[config.mk]
export PLATFORM = sky130hd
export DESIGN_NAME = axis_frame_arbiter
export DESIGN_NICKNAME = d
export VERILOG_FILES = /design/src/rtl/axis_frame_arbiter.sv
export SDC_FILE = /design/constraint.sdc
export NUM_CORES = 1
export LEC_CHECK = 0
export BUFFER_PORTS_ARGS = -buffer_cell sky130_fd_sc_hd__buf_2
export CAP_MARGIN = 25
export CORE_AREA = 4 4 85 87
export CTS_CLUSTER_DIAMETER = 200
export DETAILED_ROUTE_END_ITERATION = 8
export DIE_AREA = 0 0 89 91
export PLACE_DENSITY = 0.69
export SLEW_MARGIN = 25
export SYNTH_ARGS = -nofsm -noshare
export SYNTH_HDL_FRONTEND = slang
export SYNTH_SLANG_ARGS = --single-unit
[constraint.sdc]
create_clock -name aclk -period 2.58 [get_ports aclk]
set_input_delay 0.645 -clock aclk [delete_from_list [all_inputs] [get_ports aclk]]
set_output_delay 0.645 -clock aclk [all_outputs]
set_load 0.1 [all_outputs]
[src/rtl/axis_frame_arbiter.sv]
// Two-source AXI-Stream frame arbiter. It grants one source at a time in
// round-robin order and holds the grant for a whole frame. The datapath is a
// zero-latency pass-through. It keeps a completed-frame counter per source.
module axis_frame_arbiter #(
  parameter int DATA_W = 32,
  parameter int KEEP_W = DATA_W / 8,
  parameter int USER_W = 1,
  parameter int CNT_W  = 16
) (
  input  logic              aclk,
  input  logic              aresetn,
  input  logic              s0_axis_tvalid,
  output logic              s0_axis_tready,
  input  logic [DATA_W-1:0] s0_axis_tdata,
  input  logic [KEEP_W-1:0] s0_axis_tkeep,
  input  logic              s0_axis_tlast,
  input  logic [USER_W-1:0] s0_axis_tuser,
  input  logic              s1_axis_tvalid,
  output logic              s1_axis_tready,
  input  logic [DATA_W-1:0] s1_axis_tdata,
  input  logic [KEEP_W-1:0] s1_axis_tkeep,
  input  logic              s1_axis_tlast,
  input  logic [USER_W-1:0] s1_axis_tuser,
  output logic              m_axis_tvalid,
  input  logic              m_axis_tready,
  output logic [DATA_W-1:0] m_axis_tdata,
  output logic [KEEP_W-1:0] m_axis_tkeep,
  output logic              m_axis_tlast,
  output logic [USER_W-1:0] m_axis_tuser,
  output logic              m_axis_tid,
  output logic [CNT_W-1:0]  frame_cnt0,
  output logic [CNT_W-1:0]  frame_cnt1,
  output logic              busy
);

  typedef enum logic [1:0] {
    IDLE   = 2'd0,
    GRANT0 = 2'd1,
    GRANT1 = 2'd2
  } state_t;

  state_t           state_q, state_d;
  logic             last_grant_q, last_grant_d;
  logic [CNT_W-1:0] frame_cnt0_q, frame_cnt0_d;
  logic [CNT_W-1:0] frame_cnt1_q, frame_cnt1_d;

  // State, round-robin pointer and frame counters.
  // Source 0 wins the first tie after reset.
  always_ff @(posedge aclk or negedge aresetn) begin
    if (!aresetn) begin
      state_q      <= IDLE;
      last_grant_q <= 1'b1;
      frame_cnt0_q <= '0;
      frame_cnt1_q <= '0;
    end else begin
      state_q      <= state_d;
      last_grant_q <= last_grant_d;
      frame_cnt0_q <= frame_cnt0_d;
      frame_cnt1_q <= frame_cnt1_d;
    end
  end

  // Pass-through mux. The granted source drives the master. Everything is zero in IDLE.
  always_comb begin
    m_axis_tvalid  = 1'b0;
    m_axis_tdata   = '0;
    m_axis_tkeep   = '0;
    m_axis_tlast   = 1'b0;
    m_axis_tuser   = '0;
    m_axis_tid     = 1'b0;
    s0_axis_tready = 1'b0;
    s1_axis_tready = 1'b0;
    busy           = 1'b0;
    case (state_q)
      GRANT0: begin
        m_axis_tvalid  = s0_axis_tvalid;
        m_axis_tdata   = s0_axis_tdata;
        m_axis_tkeep   = s0_axis_tkeep;
        m_axis_tlast   = s0_axis_tlast;
        m_axis_tuser   = s0_axis_tuser;
        s0_axis_tready = m_axis_tready;
        busy           = 1'b1;
      end
      GRANT1: begin
        m_axis_tvalid  = s1_axis_tvalid;
        m_axis_tdata   = s1_axis_tdata;
        m_axis_tkeep   = s1_axis_tkeep;
        m_axis_tlast   = s1_axis_tlast;
        m_axis_tuser   = s1_axis_tuser;
        m_axis_tid     = 1'b1;
        s1_axis_tready = m_axis_tready;
        busy           = 1'b1;
      end
      default: ;
    endcase
  end

  // Arbitration in IDLE. Release the grant only on a handshaken tlast.
  always_comb begin
    state_d      = state_q;
    last_grant_d = last_grant_q;
    frame_cnt0_d = frame_cnt0_q;
    frame_cnt1_d = frame_cnt1_q;
    case (state_q)
      IDLE: begin
        if (s0_axis_tvalid && s1_axis_tvalid) begin
          state_d = last_grant_q ? GRANT0 : GRANT1;
        end else if (s0_axis_tvalid) begin
          state_d = GRANT0;
        end else if (s1_axis_tvalid) begin
          state_d = GRANT1;
        end
      end
      GRANT0: begin
        if (s0_axis_tvalid && m_axis_tready && s0_axis_tlast) begin
          state_d      = IDLE;
          last_grant_d = 1'b0;
          frame_cnt0_d = frame_cnt0_q + CNT_W'(1);
        end
      end
      GRANT1: begin
        if (s1_axis_tvalid && m_axis_tready && s1_axis_tlast) begin
          state_d      = IDLE;
          last_grant_d = 1'b1;
          frame_cnt1_d = frame_cnt1_q + CNT_W'(1);
        end
      end
      default: state_d = IDLE;
    endcase
  end

  assign frame_cnt0 = frame_cnt0_q;
  assign frame_cnt1 = frame_cnt1_q;

endmodule

Word-level counts from Yosys, hierarchy flattened

Index checks and enable logic that the tools add are counted.

Register bits: 35
Logic and storage cells: 42
Input bits: 81

Reductions and logical operators: 12
Add/subtract/negate cells: 2
Multiplexer cells: 19
Equal/unequal tests: 5

Operator list:

| operator              | count |
|---|---|
| $pmux 32 s2           | 1 |
| $add 16x1->16 const B | 2 |
| $mux 2                | 6 |
| $pmux 1 s2            | 4 |
| $pmux 4 s2            | 1 |
| $mux 1                | 6 |
| $pmux 2 s3            | 1 |
| $reduce_and 3->1      | 2 |
| $logic_and 1x1->1     | 5 |
| $ne 2x2->1 const B    | 2 |
| $ne 4x4->1 const B    | 1 |
| $reduce_and 2->1      | 2 |
| $eq 2x1->1 const B    | 1 |
| $eq 2x2->1 const B    | 1 |
| $logic_not 2->1       | 1 |
| $reduce_bool 2->1     | 1 |
| $reduce_or 2->1       | 1 |

Longest topological paths before layout

Depth in word-level cells: 4
Depth in mapped cells: 7

Worst setup path before layout

No wires, ideal clock.

Path type: register to output
Start point: register state_q[0]
End point: output port m_axis_tdata[0]
Stages on the path, launching flop included: 7
Data required time: 1935 ps
Arrival time: 3414 ps
Slack: -1479 ps
Cell sequence: dfrtp_1 > inv_1 > ha_1 > clkbuf_1 > buf_1 > a22oi_1 > nor2b_1

Word-level cells in the longest chain between the ends: 2
Elaborated cells on any way between the ends: 3

RTL lines:

| what                                     | RTL line | source |
|---|---|---|
| start: declaration                       | 42       | `state_t state_q, state_d;` |
| start signal: assignment                 | 56       | `state_q <= state_d;` |
| $eq 2x2->1 or $eq 2x1->1 (tied branches) | 74       | `case (state_q)` |
| $pmux 32 s2 *                            | 74       |  |
| end: declaration                         | 26       | `output logic [DATA_W-1:0] m_axis_tdata,` |

Mark *: on every way between the ends. The rest lies on a longest branch, timed or not.

Worst setup path after layout

Start point: register state_q[1]
End point: output port m_axis_tdata[26]

Same word-level chain as after synthesis.

==> results by group <==
Run status
  • Status: finished, final reports clean

CTS
  • Setup bufs post-CTS: 0
  • Clock Latency Late Sink: ~290 ps
  • Clock buffer depth: 2
  • TritonCTS clock tree: done
  • Htree depth: 2
  • TritonCTS Buffers: 5
  • CTS clock-pin slew for the worst setup and hold paths: ~70 ps
  • Root Driver: clkbuf_8
  • Post-CTS sizing: 0
  • Hold Buf Count CTS: 0
  • Num Clock Sinks: 35

Die
  • Die height: ~91 um
  • Die area: 8100 um2
  • Initial core utilization: 0.353
  • Placement Rows: 29
  • Die span in x: between 80 and 90 um
  • Core area: between 6000 and 7000 um2
  • Top-level I/O count: approximately 160

Power
  • Comb power frac: 0.769
  • Internal: ~2.6 mW
  • PD cells: 1330 nW/um2
  • Leakage: between 1.5 and 2 nW
  • Reg power frac: 0.125
  • Sw Share: 0.538
  • Peak VDD IR: around 0.001 V
  • Psw: 2.99 mW
  • Clk network pwr share: 0.105

Critical path
  • Crit. End Element: output pin
  • Worst EP arrival: approximately 1800 ps
  • CP max stage delay: about 440 ps
  • Worst setup SP type: flop
  • Reg-to-reg startpoint: state_q[1]
  • Critical path launch point: state_q[1]
  • Highest-delay cell along the critical path: dfrtp_1
  • Worst setup path end: m_axis_tdata[26]
  • Critical-path maximum fanout: 43
  • Worst-path cell chain: inv_1 -> ha_1 -> buf_12 -> a22oi_1 -> nor2b_4 -> buf_12
  • R2R Setup Slk: between 300 and 400 ps
  • Crit path required time: slightly below 2000 ps
  • Critical path class: reg2out
  • R2R cell count: 7
  • Most used cell, CP: buf_12
  • R2r endpoint: frame_cnt0[13]

Route
  • First drt pass iteration count: 4
  • Routed WL: 7870 um
  • Initial detailed-routing violation count: 119
  • Mean routed wirelength per cell: 16.6 um
  • Via count: 2491
  • Remaining DRCs: 0
  • DR vias/cell: 5.26
  • Post-route ant nets: 0

Yosys
  • Number of synthesized register bits: 35
  • Syn_nets: between 300 and 400
  • Asr flop ratio synth: 1.00
  • Synth Instances: around 240
  • Synth top area share: 0.380
  • Mean Syn Cell Area: ~9.3 um2
  • Synth top cells by count: a22oi_1, nor2b_1, dfrtp_1
  • Top_reg_cell synth: dfrtp_1
  • Register area share after synthesis: 0.392
  • Number of synthesized flops with an enable pin: 0
  • Synthesized area: 2240 um2
  • Netlist cell types: 27
  • Main area contributors after synthesis: dfrtp_1, a22oi_1, nor2b_1, xnor2_1, nand4_1
  • Count leader, synth: a22oi_1
  • Synth area leader: dfrtp_1
  • Warnings, synthesis: 0

STA
  • Hold slack: ~420 ps
  • Fin. max-slew vios: 0
  • Worst slew margin: 0.488
  • RSZ-0062 raised after global routing: no
  • Fin crit share: 0.962
  • Final setup fails: 0
  • Minimum clock period: roughly 2500 ps
  • Fin Clk Skew: around 5.5 ps
  • Max Clock Freq: just over 0.4 GHz
  • Worst slew pin tran: ~770 ps
  • Hold Vio Cnt, Final: 0

Placed design
  • Post-DP HPWL: 5800 um
  • GPL Wtd Cong: about 0.75
  • Placed insts: 461
  • Input/output buffers: around 160

GRT
  • Congestion Overflow GR: 0
  • Initial antenna violation count: 0
  • Aggregate global-route resource usage: 0.178
  • First-pass GRT wire length: about 12000 um
  • Largest net degree at the start of global routing: 44
  • Vias in the first global route: roughly 2300

Cells and area
  • # diodes: 0
  • Non-Filler Instances: around 470
  • Layout cell share with drive strength beyond 1: 0.544
  • Nets: 483
  • Fillcell total: 500
  • Area grow syn2layout: 87.2%

Job
  • Maxcap violations: 0

Min path
  • Hold Path Class: in2async
-- area by class of cell --
class                      instances  area [um2]  area share
clock buffer                       5        68.8      0.0164
clock inverter                     3        67.6      0.0161
inverter                           6        22.5     0.00537
multi-input combinational        187        1590       0.379
sequential                        35         877       0.209
tap                               77        96.3      0.0230
timing repair buffer             161        1470       0.351
-- kinds of logic after synthesis --
| logic type | synth area share |
|---|---|
| AO/OA/AOI/OAI | 0.151 |
| XOR/XNOR | 0.117 |
| adder cells (fa/ha/maj) | 0.0335 |
| buffers and inverters | 0.0324 |
| flip-flops | 0.392 |
| multiplexers | 0.00503 |
| AND/OR/NAND/NOR | 0.269 |
-- worst max-delay path, delay by kind of cell, from the launching register on --
| family | cells | cell delay, ps |
|---|---|---|
| AOI/OAI and AO/OA | 1 | 320 |
| DFF | 1 | 440 |
| and+or+nand+nor | 1 | 80 |
| buffers and inverters | 3 | 470 |
| adders and majority gates | 1 | 230 |
-- cells in the final DEF (no fill, tap or decap), types with 2 or more instances in the layout --
cell / n
a22oi_1: 40
o2bb2ai_1: 2
nor2b_2: 4
inv_1: 6
xor2_1: 6
ha_4: 2
clkbuf_8: 6
nand3_1: 5
dfrtp_1: 34
nand4_1: 18
ha_1: 4
o21ai_0: 4
buf_2: 115
nand2_1: 22
nor2_1: 7
bufinv_16: 2
and2_1: 2
xnor2_1: 24
buf_12: 42
buf_8: 2
and3_1: 4
nor2b_4: 35
-- routing by layer --
metal | GRT usage | wire length (um) | vias up
li1 | - | - | 1168
met1 | 0.217 | 2980 | 1201
met2 | 0.301 | 4050 | 117
met3 | 0.0706 | 795 | 5
met4 | 0.0298 | 48 | 0
met5 | 0 | 0 | -
-- power groups by stage --
stage / Combinational, mW / Clock (mW) / Sequential, mW
floorplan: 2.73 / 0 / 0.964
finish: 4.28 / 0.586 / 0.698
global route: 4.45 / 0.611 / 0.708
CTS: 4.13 / 0.593 / 0.696
global placement: 4.10 / 0 / 0.701
detailed placement: 4.12 / 0 / 0.706
-- flip-flops by register name, indices dropped and copies added, names as in the netlist --
name and flops:
state_q 2, last_grant_q 1, frame_cnt1 16, frame_cnt0 16
-- how the worst min path moves through the flow --
stage | start | end | slack (ps) | depth (start not counted)
after CTS | aresetn | frame_cnt0[12] | 440 | 1
after global placement | frame_cnt0[15] | frame_cnt0[15] | 450 | 1
final | aresetn | frame_cnt0[14] | 420 | 1
after global routing | aresetn | frame_cnt0[15] | 490 | 1
after floorplan | aresetn | frame_cnt0[0] | 350 | 0
after detailed placement | frame_cnt1[15] | frame_cnt1[15] | 460 | 1
-- stage by stage --
stage | instance area (um2) | total power, mW | util | setup TNS [ps] | setup WS [ps]
2_1_floorplan | 2540 | 3.69 | - | -1350 | -225
3_3_place_gp | 3980 | 4.80 | 0.627 | 0 | 367
3_5_place_dp | 3980 | 4.83 | 0.627 | 0 | 326
4_1_cts | 4120 | 5.42 | 0.648 | 0 | 4.82
5_1_grt | 4190 | 5.77 | 0.660 | 0 | 14.4
6_report | 4190 | 5.56 | 0.660 | 0 | 98.4
No activity file was read; power rests on OpenSTA's default activity.
